[config.mk]
export PLATFORM = sky130hd
export DESIGN_NAME = vec_mem_store_unit
export DESIGN_NICKNAME = d
export VERILOG_FILES = /design/src/rtl/vec_mem_store_unit.sv
export SDC_FILE = /design/constraint.sdc
export NUM_CORES = 1
export LEC_CHECK = 0
export CORE_AREA = 2 2 144 146
export CTS_CLUSTER_DIAMETER = 80
export DETAILED_ROUTE_END_ITERATION = 10
export DIE_AREA = 0 0 146 148
export GPL_TIMING_DRIVEN = 0
export MAX_ROUTING_LAYER = met4
export SLEW_MARGIN = 20
export SYNTH_ARGS = -nofsm -noshare
export SYNTH_HDL_FRONTEND = slang
export SYNTH_SLANG_ARGS = --single-unit
[constraint.sdc]
create_clock -name clk -period 5.05 [get_ports clk]
set_clock_uncertainty 0.05 [all_clocks]
set_input_delay 1.01 -clock clk [delete_from_list [all_inputs] [get_ports clk]]
set_output_delay 1.01 -clock clk [all_outputs]
set_load 0.01 [all_outputs]
[src/rtl/vec_mem_store_unit.sv]
// ---------------------------------------------------------------------------
// vec_mem_store_unit
//
// MEM-stage store serializer. Accepts a scalar or 4-lane vector store from the
// EXE/MEM pipeline register and writes each enabled lane, one 32-bit word per
// accepted write, into a single-port data memory. While a store is in
// progress the upstream stages are stalled through stop_out. An internal store
// pointer supplies the base word address and can auto-advance on completion.
//
// Optional feature (macro STORE_PERF_CNT_EN):
//   Adds stall_cycles_out, a 16-bit saturating count of cycles with
//   stop_out = 1, cleared by reset. When the macro is undefined the port and
//   counter do not exist.
//
// Ports:
//   clk              clock
//   reset            synchronous, active-high reset
//   memWrite_in      store request from EXE/MEM
//   updateCnt_in     advance the store pointer when this store completes
//   select_in        1 = vector store (4 lanes), 0 = scalar store (lane 0)
//   lane_mask_in     per-lane write enable (bit i gates aluRes{i})
//   aluRes0_in..3    lane data
//   mem_ready        memory accepts the write this cycle
//   mem_we           memory write strobe
//   mem_addr         word address (ptr + lane, modulo 2^ADDR_W)
//   mem_wdata        write data
//   stop_out         stall to EXE/MEM and upstream stages
//   ptr_out          current store pointer
//   stall_cycles_out (STORE_PERF_CNT_EN only) stall cycle counter
// ---------------------------------------------------------------------------
module vec_mem_store_unit #(
    parameter int          ADDR_W    = 10,
    parameter int unsigned BASE_ADDR = 0
) (
    input  logic              clk,
    input  logic              reset,
    input  logic              memWrite_in,
    input  logic              updateCnt_in,
    input  logic              select_in,
    input  logic [3:0]        lane_mask_in,
    input  logic [31:0]       aluRes0_in,
    input  logic [31:0]       aluRes1_in,
    input  logic [31:0]       aluRes2_in,
    input  logic [31:0]       aluRes3_in,
    input  logic              mem_ready,
    output logic              mem_we,
    output logic [ADDR_W-1:0] mem_addr,
    output logic [31:0]       mem_wdata,
    output logic              stop_out,
    output logic [ADDR_W-1:0] ptr_out
`ifdef STORE_PERF_CNT_EN
    ,
    output logic [15:0]       stall_cycles_out
`endif
);

    typedef enum logic {IDLE, STORE} state_t;

    state_t             state_reg, state_next;
    logic               stop_reg;
    logic [ADDR_W-1:0]  ptr_reg, ptr_next;
    logic [1:0]         curLane_reg, curLane_next;
    logic [3:0]         mask_reg;
    logic               updCnt_reg;
    logic               isVec_reg;
    logic [31:0]        laneData_reg [4];

    logic [31:0]        laneIn [4];
    logic [3:0]         effMask;
    logic [3:0]         laneAbove;
    logic               accept;
    logic [1:0]         firstLane;
    logic [1:0]         nextLane;
    logic               moreLanes;

    // Lowest set bit of a 4-bit mask; only meaningful for a non-zero mask.
    function automatic logic [1:0] lowestSet(input logic [3:0] m);
        logic [1:0] idx;
        if (m[0])      idx = 2'd0;
        else if (m[1]) idx = 2'd1;
        else if (m[2]) idx = 2'd2;
        else           idx = 2'd3;
        return idx;
    endfunction

    assign laneIn[0] = aluRes0_in;
    assign laneIn[1] = aluRes1_in;
    assign laneIn[2] = aluRes2_in;
    assign laneIn[3] = aluRes3_in;

    // A scalar store only ever writes lane 0, whatever the mask says.
    assign effMask   = select_in ? lane_mask_in : {3'b000, lane_mask_in[0]};
    assign accept    = (state_reg == IDLE) && memWrite_in;
    assign firstLane = lowestSet(effMask);

    // Enabled lanes strictly above the current one; jumping straight to the
    // lowest of these means cleared lanes cost no cycles.
    generate
        for (genvar gi = 0; gi < 4; gi++) begin : g_above
            assign laneAbove[gi] = mask_reg[gi] & (curLane_reg < 2'(gi));
        end
    endgenerate

    assign nextLane  = lowestSet(laneAbove);
    assign moreLanes = |laneAbove;

    always_comb begin
        state_next   = state_reg;
        ptr_next     = ptr_reg;
        curLane_next = curLane_reg;
        case (state_reg)
            IDLE: begin
                if (memWrite_in) begin
                    curLane_next = firstLane;
                    if (effMask != 4'b0000) begin
                        state_next = STORE;
                    end else if (updateCnt_in) begin
                        // Nothing to write: the pointer still moves now.
                        ptr_next = ptr_reg + (select_in ? ADDR_W'(4) : ADDR_W'(1));
                    end
                end
            end
            STORE: begin
                if (mem_ready) begin
                    if (moreLanes) begin
                        curLane_next = nextLane;
                    end else begin
                        state_next = IDLE;
                        if (updCnt_reg) begin
                            ptr_next = ptr_reg + (isVec_reg ? ADDR_W'(4) : ADDR_W'(1));
                        end
                    end
                end
            end
            default: state_next = IDLE;
        endcase
    end

    always_ff @(posedge clk) begin
        if (reset) begin
            state_reg   <= IDLE;
            stop_reg    <= 1'b0;
            ptr_reg     <= ADDR_W'(BASE_ADDR);
            curLane_reg <= 2'd0;
            mask_reg    <= 4'b0000;
            updCnt_reg  <= 1'b0;
            isVec_reg   <= 1'b0;
            for (int i = 0; i < 4; i++) begin
                laneData_reg[i] <= 32'd0;
            end
        end else begin
            state_reg   <= state_next;
            stop_reg    <= (state_next == STORE);
            ptr_reg     <= ptr_next;
            curLane_reg <= curLane_next;
            if (accept) begin
                mask_reg   <= effMask;
                updCnt_reg <= updateCnt_in;
                isVec_reg  <= select_in;
                for (int i = 0; i < 4; i++) begin
                    laneData_reg[i] <= laneIn[i];
                end
            end
        end
    end

    // Outputs derive only from registered state, so they stay stable for as
    // long as mem_ready holds off the handshake.
    assign mem_we    = (state_reg == STORE);
    assign mem_addr  = mem_we ? (ptr_reg + ADDR_W'(curLane_reg)) : '0;
    assign mem_wdata = mem_we ? laneData_reg[curLane_reg] : 32'd0;
    assign stop_out  = stop_reg;
    assign ptr_out   = ptr_reg;

`ifdef STORE_PERF_CNT_EN
    logic [15:0] stallCnt_reg;

    always_ff @(posedge clk) begin
        if (reset) begin
            stallCnt_reg <= 16'd0;
        end else if (stop_reg && (stallCnt_reg != 16'hFFFF)) begin
            stallCnt_reg <= stallCnt_reg + 16'd1;
        end
    end

    assign stall_cycles_out = stallCnt_reg;
`else
    // No stall counter in this build.
`endif

endmodule

==> results of run 1 <==
-- per-stage QoR --
step | setup TNS, ns | setup WS, ns | cells | util, %
3_3_place_gp | -170.41 | -1.34 | 953 | 45.6
3_5_place_dp | 0 | 1.62 | 955 | 45.9
5_1_grt | 0 | 1.08 | 987 | 49.1
2_1_floorplan | 0 | 0.372 | 492 | -
4_1_cts | 0 | 1.16 | 987 | 49.1
-- cells by family after synthesis --
logic type / after synthesis / synth area share [%]
adders and majority gates: 6 / 1.20
xor gates and xnor gates: 9 / 1.14
buffers and inverters: 34 / 2.14
and+or+nand+nor: 223 / 19.9
DFF: 148 / 61.5
muxes: 36 / 11.0
AOI/OAI and AO/OA: 36 / 3.07
-- per-layer routing --
metal	track usage, %
met2	27.6
met1	21.2
met4	4.17
met5	-
met3	3.77
==> out/results.tsv, run 1 <==
stage	metric	value	unit
yosys	Async SR Flop Fraction	0	%
yosys	Synth top area share	55.7	%
clock_tree	Clock Path Buffers	2	
yosys	most common cell in the netlist	and2_1	
yosys	syn nets	636	
clock_tree	H-tree Lvls	4	
clock_tree	Root Driver	clkbuf_16	
run_status	last stage reached	detailed routing (5_2_route)	
placed_design	placed wire-length estimate	12200	um
yosys	Post-synth top cells	and2_1 (171), edfxtp_1 (128), mux4_2 (32), clkbuf_1 (22), dfxtp_1 (20)	
run_status	Error	[ERROR DRT-0255] Maze Route cannot find path of net clk in worker of routeBox ( 96600 0 ) ( 146000 48300 ).	
clock_tree	CTS resizes	0	
global_routing	GRT Total Usage	16.8	%
placed_design	port buffer count	191	
yosys	cell count after synthesis	492	
floorplanning	Die Ht	148	um
clock_tree	CTS buffer count	17	
yosys	Seq cells post-synth	148	
placed_design	gpl congestion	0.773	
placed_design	placed cell areas	0.00920	sq mm
yosys	sequential fraction of the synthesis area	61.5	%
yosys	Synth cell types	39	
global_routing	antenna violations before repair	0	
yosys	syn_area_per_cell	14.0	sq um
global_routing	Overflow after GRT	0	
yosys	Area contributors post-synth	edfxtp_1 (56%), and2_1 (16%), mux4_2 (10%), dfxtp_1 (5.8%), a21oi_1 (1.3%)	
yosys	Post-synth EDFFs	128	
floorplanning	cell row count	52	
floorplanning	IO Pins	192	
yosys	Yosys top cell by area	edfxtp_1	
clock_tree	Hold Buf Count CTS	0	
floorplanning	Die W	146	um
yosys	warnings from Yosys	0	
yosys	Post-Syn Area	0.00690	sq mm
yosys	Main synth FF type	edfxtp_1	
clock_tree	Sink Count	148	
run_status	status	aborted with a tool error	
global_routing	vias in the first global route	4887	
global_routing	first-pass GRT wire length	26700	um
clock_tree	Setup Buffers After CTS	0	
global_routing	largest net degree at the start of global routing	61	
floorplanning	starting density of the core	34.4	%
==> run 2, diff against run 1 <==
CORE_AREA = 2 2 189 191   (was 2 2 144 146)
CTS_CLUSTER_DIAMETER = default   (was 80)
DIE_AREA = 0 0 191 193   (was 0 0 146 148)
MAX_ROUTING_LAYER = default   (was met4)
PLACE_DENSITY_LB_ADDON = 0.15   (was default)
==> out/results.tsv, run 2 <==
stage	metric	value	unit	change
run_status	status	finished clean		was aborted with a tool error
yosys	Yosys top cell by area	edfxtp_1		unchanged
final_layout	max reg flops	128		
worst_setup_path	CP Max Fanout	10		
final_layout	nets@finish	848		
global_routing	first-pass GRT wire length	29700	um	was 26700 um
worst_setup_path	Crit Reg-Reg Startpoint	stop_out		
clock_tree	Sink Count	148		unchanged
final_layout	most frequent cells in the layout	clkdlybuf4s50_1 (191), and2_1 (171), edfxtp_1 (128)		
yosys	Post-synth top cells	and2_1 (171), edfxtp_1 (128), mux4_2 (32), clkbuf_1 (22), dfxtp_1 (20)		unchanged
final_layout	area added between synthesis and finish	45.4	%	
global_routing	largest net degree at the start of global routing	48		was 61
global_routing	vias in the first global route	5123		was 4887
detailed_routing	DRT iter0 DRCs	182		
timing	fmax	260	MHz	
detailed_routing	vias per cell	3.92		
min_path	Hold Crit Class	reg -> reg		
worst_setup_path	crit path DAT	2.79	ns	
floorplanning	Die Ht	193	um	was 148 um
global_routing	Overflow after GRT	0		unchanged
yosys	Seq cells post-synth	148		unchanged
floorplanning	starting density of the core	19.7	%	was 34.4%
floorplanning	full die area	0.0369	sq mm	
clock_tree	Clock Path Buffers	2		unchanged
floorplanning	IO Pins	192		unchanged
detailed_routing	vias post-DR	4613		
yosys	Synth cell types	39		unchanged
timing	slew margin rel.	47.9	%	
global_routing	antenna violations before repair	0		unchanged
clock_tree	H-tree Lvls	4		unchanged
yosys	Post-synth EDFFs	128		unchanged
final_layout	Reg area	0.00424	sq mm	
timing	Final Max Slew Viols	0		
power	Pwr Density	318	mW/mm^2	
placed_design	gpl congestion	0.743		was 0.773
timing	final setup margin	1.20	ns	
timing	Final Setup Violations	0		
yosys	Area contributors post-synth	edfxtp_1 (56%), and2_1 (16%), mux4_2 (10%), dfxtp_1 (5.8%), a21oi_1 (1.3%)		unchanged
worst_setup_path	Worst R2R Setup Slack	2.34	ns	
yosys	syn_area_per_cell	14.0	sq um	unchanged
detailed_routing	DRC violations left	0		
worst_setup_path	startpoint types	flip-flop		
floorplanning	Die W	191	um	was 146 um
min_path	hold wc startpoint	updCnt_reg		
run	MaxCap Viol Count	0		
timing	minimum clock period	3.85	ns	
global_routing	GRT Total Usage	11.1	%	was 16.8%
final_layout	Fill cells	3661		
yosys	cell count after synthesis	492		unchanged
min_path	hold path depth	2		
detailed_routing	wirelength, routed	20000	um	
final_layout	Multi-input gate area	0.00251	sq mm	
worst_setup_path	Worst EP required	3.99	ns	
yosys	syn nets	636		unchanged
yosys	most common cell in the netlist	and2_1		unchanged
clock_tree	Setup Buffers After CTS	0		unchanged
final_layout	Final Util	28.7	%	
clock_tree	Hold Buf Count CTS	0		unchanged
placed_design	Setup WS pre-CTS	1.51	ns	was 1.62 ns
yosys	Main synth FF type	edfxtp_1		unchanged
timing	unrepaired setup endpoints after global routing	no		
worst_setup_path	CP Capture Type	output pin		
yosys	warnings from Yosys	0		unchanged
placed_design	port buffer count	191		unchanged
clock_tree	CTS resizes	0		unchanged
clock_tree	clock-pin slew of the registers on the worst-case setup and hold paths	0.06	ns	
detailed_routing	DR pass1 iterations	4		
final_layout	layout cells sized above 1	9.93	%	
clock_tree	Root Driver	clkbuf_16		unchanged
clock_tree	latest clock arrival within the worst-skew pair	0.42	ns	
placed_design	placed cell areas	0.00943	sq mm	was 0.00920 sq mm
power	Pleak	3.62	nW	
timing	Hold Fails Final Rpt	0		
detailed_routing	Post-DRT Antenna Nets	0		
floorplanning	core region area	0.0350	sq mm	
floorplanning	cell row count	69		was 52
min_path	Hold Path Sink	updCnt_reg		
power	VDD IR-drop max	0.224	mV	
clock_tree	CTS tree	built		
worst_setup_path	R2R cell count	8		
timing	Tcrit/Tclk final	76.2	%	
clock_tree	CTS buffer count	17		unchanged
timing	hold_ws	0.406	ns	
final_layout	Final Cell Area	0.0100	sq mm	
placed_design	placed wire-length estimate	14100	um	was 12200 um
worst_setup_path	CP Class	reg -> out		
yosys	Post-Syn Area	0.00690	sq mm	unchanged
yosys	Async SR Flop Fraction	0	%	unchanged
yosys	Synth top area share	55.7	%	unchanged
final_layout	most common cell after layout, fill and taps aside	clkdlybuf4s50_1		
timing	setup TNS	0	ns	
yosys	sequential fraction of the synthesis area	61.5	%	unchanged
detailed_routing	drt wl/cell	17.0	um	
worst_setup_path	r2r endpoint	ptr_out[8]		
final_layout	n_diodes	0		
timing	Least-Margin Pin Slew	0.781	ns	
run 2: cell counts after synthesis:
No cell type changed its count.
run 2: final cells by class:
class,instances,share of cell area [%]
sequential,148,42.3
multi-input combinational,310,25.0
timing repair buffer,193,19.5
tap,461,5.75
clock buffer,19,4.32
clock inverter,11,1.61
buffer,32,1.40
inverter,2,0.0749
run 2: how the worst max path moves through the flow:
stage / from / slack, ns / endpoint / depth (start not counted)
6_report: flip-flop / 1.20 / mem_wdata[24] / 5
5_1_grt: flip-flop / 0.98 / mem_wdata[24] / 5
4_1_cts: flip-flop / 1.04 / mem_wdata[24] / 5
3_5_place_dp: flip-flop / 1.51 / mem_wdata[24] / 5
3_3_place_gp: reset / -1.69 / laneData_reg[1][12] / 2
2_1_floorplan: memWrite_in / 0.37 / laneData_reg[0][0] / 3
run 2: power by group:
part | internal, W | leakage, nW | total, W | switching (W)
Clock | 0.000818 | 0.294 | 0.00133 | 0.000508
Sequential | 0.00143 | 1.55 | 0.00146 | 0.0000276
Combinational | 0.000233 | 1.77 | 0.000405 | 0.000172
Total | 0.00248 | 3.62 | 0.00319 | 0.000707
run 2: kinds of logic (layout without fill, tap and decap cells):
logic type / count (synthesis) / in the layout / share of synthesized area, %
AND/OR/NAND/NOR: 223 / 223 / 19.9
flip-flops: 148 / 148 / 61.5
AO/OA/AOI/OAI: 36 / 36 / 3.07
multiplexers: 36 / 36 / 11.0
buffers and inverters: 34 / 257 / 2.14
XOR/XNOR: 9 / 9 / 1.14
adder cells (fa/ha/maj): 6 / 6 / 1.20
run 2: per-layer routing:
metal  global-route usage (%)  vias to the layer above  routed length (um)
met5                        0                        -                   0
met4                     3.28                        0                 170
met3                     2.55                        8                 841
met2                     19.1                      127               10100
met1                     13.7                     2278                8880
li1                         -                     2200                   -
run 2: per-stage QoR:
stage / total power [W] / instances
finish: 0.00319 / 1176
global route: 0.00333 / 1176
CTS: 0.00326 / 1176
detailed placement: 0.00191 / 1146
global placement: 0.00191 / 1144
floorplan: 0.00168 / 492
run 2: worst max-delay path, stage by stage (launching register included):
cell and delay [ns]:
dfxtp_1 0.30, clkbuf_1 0.35, buf_2 0.48, mux4_2 0.56
and2_1 0.19, clkdlybuf4s50_1 0.49
Power figures use the tool's default switching activity.
==> run 3, diff against run 2 <==
clock period = 3.8 ns   (was 5.05 ns; I/O delays follow)
==> out/results.tsv, run 3 (same netlist as run 2, synthesis figures left out) <==
stage	metric	value	unit	change
run_status	status	finished clean		unchanged
worst_setup_path	Worst EP required	2.99	ns	was 3.99 ns
final_layout	layout cells sized above 1	10.0	%	was 9.93%
clock_tree	Root Driver	clkbuf_16		unchanged
detailed_routing	vias post-DR	4661		was 4613
power	Pwr Density	418	mW/mm^2	was 318 mW/mm^2
worst_setup_path	CP Class	reg -> out		unchanged
placed_design	placed cell areas	0.00945	sq mm	was 0.00943 sq mm
global_routing	antenna violations before repair	1		was 0
worst_setup_path	Crit Reg-Reg Startpoint	stop_out		unchanged
worst_setup_path	Worst R2R Setup Slack	1.32	ns	was 2.34 ns
global_routing	vias in the first global route	5089		was 5123
timing	setup TNS	0	ns	unchanged
timing	Final Setup Violations	0		unchanged
clock_tree	H-tree Lvls	4		unchanged
timing	slew margin rel.	45.1	%	was 47.9%
detailed_routing	DR pass1 iterations	4		unchanged
placed_design	Setup WS pre-CTS	0.483	ns	was 1.51 ns
clock_tree	Clock Path Buffers	2		unchanged
worst_setup_path	CP Capture Type	output pin		unchanged
global_routing	Overflow after GRT	0		unchanged
detailed_routing	Post-DRT Antenna Nets	0		unchanged
clock_tree	CTS buffer count	17		unchanged
timing	final setup margin	0.203	ns	was 1.20 ns
clock_tree	Sink Count	148		unchanged
global_routing	GRT Total Usage	11.3	%	was 11.1%
timing	Tcrit/Tclk final	94.7	%	
global_routing	first-pass GRT wire length	30400	um	was 29700 um
worst_setup_path	crit path DAT	2.79	ns	about the same
power	VDD IR-drop max	0.288	mV	was 0.224 mV
timing	minimum clock period	3.60	ns	
floorplanning	Die W	191	um	unchanged
final_layout	max reg flops	128		unchanged
detailed_routing	vias per cell	3.95		was 3.92
worst_setup_path	R2R cell count	8		unchanged
detailed_routing	DRC violations left	0		unchanged
floorplanning	starting density of the core	19.7	%	unchanged
floorplanning	full die area	0.0369	sq mm	unchanged
final_layout	n_diodes	0		unchanged
placed_design	placed wire-length estimate	14300	um	was 14100 um
timing	Final Max Slew Viols	0		unchanged
clock_tree	clock-pin slew of the registers on the worst-case setup and hold paths	0.07	ns	was 0.06 ns
global_routing	largest net degree at the start of global routing	41		was 48
placed_design	port buffer count	191		unchanged
final_layout	nets@finish	849		was 848
floorplanning	core region area	0.0350	sq mm	unchanged
timing	Hold Fails Final Rpt	0		unchanged
floorplanning	IO Pins	192		unchanged
worst_setup_path	startpoint types	flip-flop		unchanged
worst_setup_path	CP Max Fanout	10		unchanged
timing	unrepaired setup endpoints after global routing	yes		was no
clock_tree	Setup Buffers After CTS	0		unchanged
timing	Least-Margin Pin Slew	0.823	ns	was 0.781 ns
clock_tree	latest clock arrival within the worst-skew pair	0.42	ns	about the same
placed_design	gpl congestion	0.747		was 0.743
detailed_routing	DRT iter0 DRCs	203		was 182
timing	fmax	278	MHz	
power	Pleak	3.62	nW	about the same
worst_setup_path	r2r endpoint	ptr_out[7]		was ptr_out[8]
min_path	Hold Crit Class	reg -> reg		unchanged
min_path	Hold Path Sink	updCnt_reg		unchanged
final_layout	area added between synthesis and finish	45.5	%	was 45.4%
detailed_routing	drt wl/cell	17.1	um	was 17.0 um
final_layout	most common cell after layout, fill and taps aside	clkdlybuf4s50_1		unchanged
final_layout	most frequent cells in the layout	clkdlybuf4s50_1 (191), and2_1 (171), edfxtp_1 (128)		unchanged
min_path	hold path depth	2		unchanged
power	Tot Pwr	0.00419	W	was 0.00319 W
final_layout	Final Cell Area	0.0100	sq mm	about the same
detailed_routing	wirelength, routed	20200	um	was 20000 um
floorplanning	Die Ht	193	um	unchanged
run	MaxCap Viol Count	0		unchanged
clock_tree	CTS tree	built		unchanged
min_path	hold wc startpoint	updCnt_reg		unchanged
floorplanning	cell row count	69		unchanged
## run 3: cell count changes in the layout (fill, tap and decap cells not counted), sizes merged
cell	delta
bufinv	-1
clkbuf	+3
clkinv	+1
## run 3: worst max-delay path by stage
stage	from	end	slack, ns	cells after the start
global placement	memWrite_in	laneData_reg[0][16]	-0.44	4
global route	flip-flop	mem_wdata[4]	-0.008	5
floorplan	memWrite_in	laneData_reg[0][0]	0.82	3
detailed placement	stop_out	mem_wdata[14]	0.48	4
CTS	stop_out	mem_wdata[18]	0.004	4
finish	flip-flop	mem_wdata[29]	0.20	5
## run 3: layout make-up
type	count	area, sq um
Fill cell	3586	24900
Sequential cell	148	4240
Multi-Input combinational cell	310	2510
Timing Repair Buffer	194	1970
Tap cell	461	577
Clock buffer	21	440
Buffer	32	144
Clock inverter	11	135
Inverter	2	7.51
## run 3: what timing repair did
item / CTS / global route
endpoints found under the hold margin: 0 / 0
gates resized for setup: 0 / 3
hold buffers: 0 / 0
endpoints found under the setup margin: 0 / 14
## run 3: worst max-delay path, stage by stage (launching register included)
cell             delay [ns]
dfxtp_1                0.31
clkbuf_1               0.36
buf_2                  0.46
mux4_2                 0.55
and2_1                 0.17
clkdlybuf4s50_1        0.52
## run 3: where the power goes
group / switching [W] / internal (W) / total [W]
clock network: 0.000680 / 0.00103 / 0.00171
registers: 0.0000372 / 0.00190 / 0.00194
logic: 0.000231 / 0.000313 / 0.000544
## run 3: through the flow
stage / hold slack, ns / cells / util (%)
after global placement: 0.407 / 1144 / 26.8
after detailed placement: 0.402 / 1147 / 27.0
after floorplan: 0.382 / 492 / -
after global routing: 0.436 / 1179 / 28.7
after CTS: 0.414 / 1179 / 28.7
final: 0.409 / 1179 / 28.7
## run 3: per-layer routing
layer	wire length [um]	track usage (%)
met1	8980	14.3
met2	10000	19.1
met3	1010	2.93
met4	176	2.98
met5	13	0
==> run 4, diff against run 3 <==
CORE_AREA = 2 2 123 125   (was 2 2 189 191)
DIE_AREA = 0 0 125 127   (was 0 0 191 193)
==> out/results.tsv, run 4 (same netlist as run 2, synthesis figures left out) <==
stage	metric	value	unit	change
timing	minimum clock period	3.47	ns	was 3.60 ns
clock_tree	CTS tree	built		unchanged
clock_tree	Hold Buf Count CTS	0		unchanged
worst_setup_path	worst stage delay on the critical path	0.56	ns	was 0.55 ns
placed_design	cell count after placement	869		was 1147
worst_setup_path	crit path DAT	2.66	ns	was 2.79 ns
floorplanning	Die W	125	um	was 191 um
clock_tree	CTS buffer count	17		unchanged
worst_setup_path	R2R cell count	8		unchanged
placed_design	port buffer count	191		unchanged
clock_tree	Root Driver	clkbuf_16		unchanged
detailed_routing	Post-DRT Antenna Nets	0		unchanged
worst_setup_path	CP Class	reg -> out		unchanged
min_path	Hold Path Sink	isVec_reg		was updCnt_reg
min_path	Hold Crit Class	reg -> reg		unchanged
detailed_routing	drt wl/cell	17.4	um	was 17.1 um
run	MaxCap Viol Count	0		unchanged
worst_setup_path	CP Max Fanout	10		unchanged
clock_tree	CTS resizes	0		unchanged
placed_design	placed wire-length estimate	10800	um	was 14300 um
worst_setup_path	cell family with most CP delay	buffers and inverters		unchanged
final_layout	max reg flops	128		unchanged
clock_tree	clock-pin slew of the registers on the worst-case setup and hold paths	0.06	ns	was 0.07 ns
timing	slew margin rel.	53.9	%	was 45.1%
floorplanning	IO Pins	192		unchanged
power	VDD IR-drop max	0.365	mV	was 0.288 mV
clock_tree	latest clock arrival within the worst-skew pair	0.41	ns	was 0.42 ns
worst_setup_path	Worst R2R Setup Slack	1.13	ns	was 1.32 ns
final_layout	Final Cell Area	0.00966	sq mm	was 0.0100 sq mm
floorplanning	starting density of the core	47.8	%	was 19.7%
timing	fmax	288	MHz	was 278 MHz
timing	final setup margin	0.327	ns	was 0.203 ns
global_routing	antenna violations before repair	0		was 1
timing	Tcrit/Tclk final	91.4	%	was 94.7%
detailed_routing	wirelength, routed	15700	um	was 20200 um
timing	Final Max Slew Viols	0		unchanged
global_routing	vias in the first global route	4885		was 5089
detailed_routing	DRC violations left	0		unchanged
clock_tree	Clock Path Buffers	2		unchanged
worst_setup_path	CP Capture Type	output pin		unchanged
detailed_routing	vias per cell	5.17		was 3.95
global_routing	GRT Total Usage	20.1	%	was 11.3%
final_layout	nets@finish	848		was 849
final_layout	area added between synthesis and finish	40.2	%	was 45.5%
detailed_routing	DR pass1 iterations	4		unchanged
final_layout	most common cell after layout, fill and taps aside	clkdlybuf4s50_1		unchanged
timing	setup TNS	0	ns	unchanged
worst_setup_path	Crit Reg-Reg Startpoint	stop_out		unchanged
final_layout	layout cells sized above 1	9.92	%	was 10.0%
worst_setup_path	Worst EP required	2.99	ns	about the same
placed_design	placed cell areas	0.00909	sq mm	was 0.00945 sq mm
min_path	hold path depth	2		unchanged
power	Tot Pwr	0.00410	W	was 0.00419 W
floorplanning	cell row count	44		was 69
min_path	hold wc startpoint	isVec_reg		was updCnt_reg
detailed_routing	DRT iter0 DRCs	367		was 203
power	Pwr Density	425	mW/mm^2	was 418 mW/mm^2
clock_tree	H-tree Lvls	4		unchanged
worst_setup_path	Cell Chain, Critical Path	clkbuf_1 -> buf_2 -> mux4_2 -> and2_1 -> clkdlybuf4s50_1		unchanged
final_layout	Non-Filler Instances	900		was 1179
clock_tree	Sink Count	148		unchanged
global_routing	first-pass GRT wire length	24500	um	was 30400 um
power	Pleak	3.61	nW	was 3.62 nW
floorplanning	full die area	0.0159	sq mm	was 0.0369 sq mm
global_routing	Overflow after GRT	0		unchanged
run_status	status	finished clean		unchanged
clock_tree	Setup Buffers After CTS	0		unchanged
worst_setup_path	Buf+Inv Stages, Crit Path	3		unchanged
global_routing	largest net degree at the start of global routing	61		was 41
floorplanning	core region area	0.0144	sq mm	was 0.0350 sq mm
final_layout	most frequent cells in the layout	clkdlybuf4s50_1 (191), and2_1 (171), edfxtp_1 (128)		unchanged
timing	Least-Margin Pin Slew	0.691	ns	was 0.823 ns
final_layout	n_diodes	0		unchanged
placed_design	gpl congestion	0.833		was 0.747
floorplanning	Die Ht	127	um	was 193 um
timing	Final Setup Violations	0		unchanged
worst_setup_path	r2r endpoint	ptr_out[8]		was ptr_out[7]
worst_setup_path	startpoint types	flip-flop		unchanged
timing	unrepaired setup endpoints after global routing	no		was yes
worst_setup_path	critical path's slowest cell	mux4_2		unchanged
placed_design	Setup WS pre-CTS	0.693	ns	was 0.483 ns
detailed_routing	vias post-DR	4650		was 4661
timing	Hold Fails Final Rpt	0		unchanged
run 4: per-layer routing:
metal	GRT usage [%]	wire length, um	share of wire, %	vias up
li1	-	-	-	2201
met1	24.4	6430	41	2273
met2	34.8	8060	51	161
met3	5.57	961	6.1	15
met4	6.73	232	1.5	0
met5	0	0	0	-
run 4: worst register-to-register path, stage by stage, from the launching register on:
cell and delay, ns:
dfxtp_1 0.43, clkbuf_1 0.49, mux2i_1 0.32, ha_1 0.21, ha_1 0.18, a21oi_1 0.12
or3_1 0.34, or3_1 0.32, a21oi_1 0.14
run 4: final cells by class:
class	count	area, sq um
clock buffer	19	433
fill	1095	4760
sequential	148	4240
timing repair buffer	193	1960
tap	184	230
clock inverter	12	139
multi-input combinational	310	2510
inverter	2	7.51
buffer	32	140
run 4: worst max path at each step:
stage | start | to | slack [ns] | depth (start not counted)
2_1_floorplan | memWrite_in | laneData_reg[0][0] | 0.82 | 3
3_3_place_gp | memWrite_in | laneData_reg[0][18] | -0.22 | 4
3_5_place_dp | flip-flop | mem_wdata[19] | 0.69 | 5
4_1_cts | flip-flop | mem_wdata[19] | 0.24 | 5
5_1_grt | flip-flop | mem_wdata[29] | 0.12 | 5
6_report | flip-flop | mem_wdata[25] | 0.33 | 5
run 4: report_power, final:
| part | total (W) | switching, W | internal (W) |
|---|---|---|---|
| combinational | 0.000520 | 0.000209 | 0.000310 |
| sequential | 0.00194 | 0.0000361 | 0.00190 |
| clock | 0.00164 | 0.000626 | 0.00102 |
| total | 0.00410 | 0.000872 | 0.00323 |
run 4: through the flow:
stage | utilization (%) | hold slack (ns)
2_1_floorplan | - | 0.382
3_3_place_gp | 62.7 | 0.397
3_5_place_dp | 63.0 | 0.401
4_1_cts | 67.0 | 0.409
5_1_grt | 67.0 | 0.431
6_report | 67.0 | 0.408
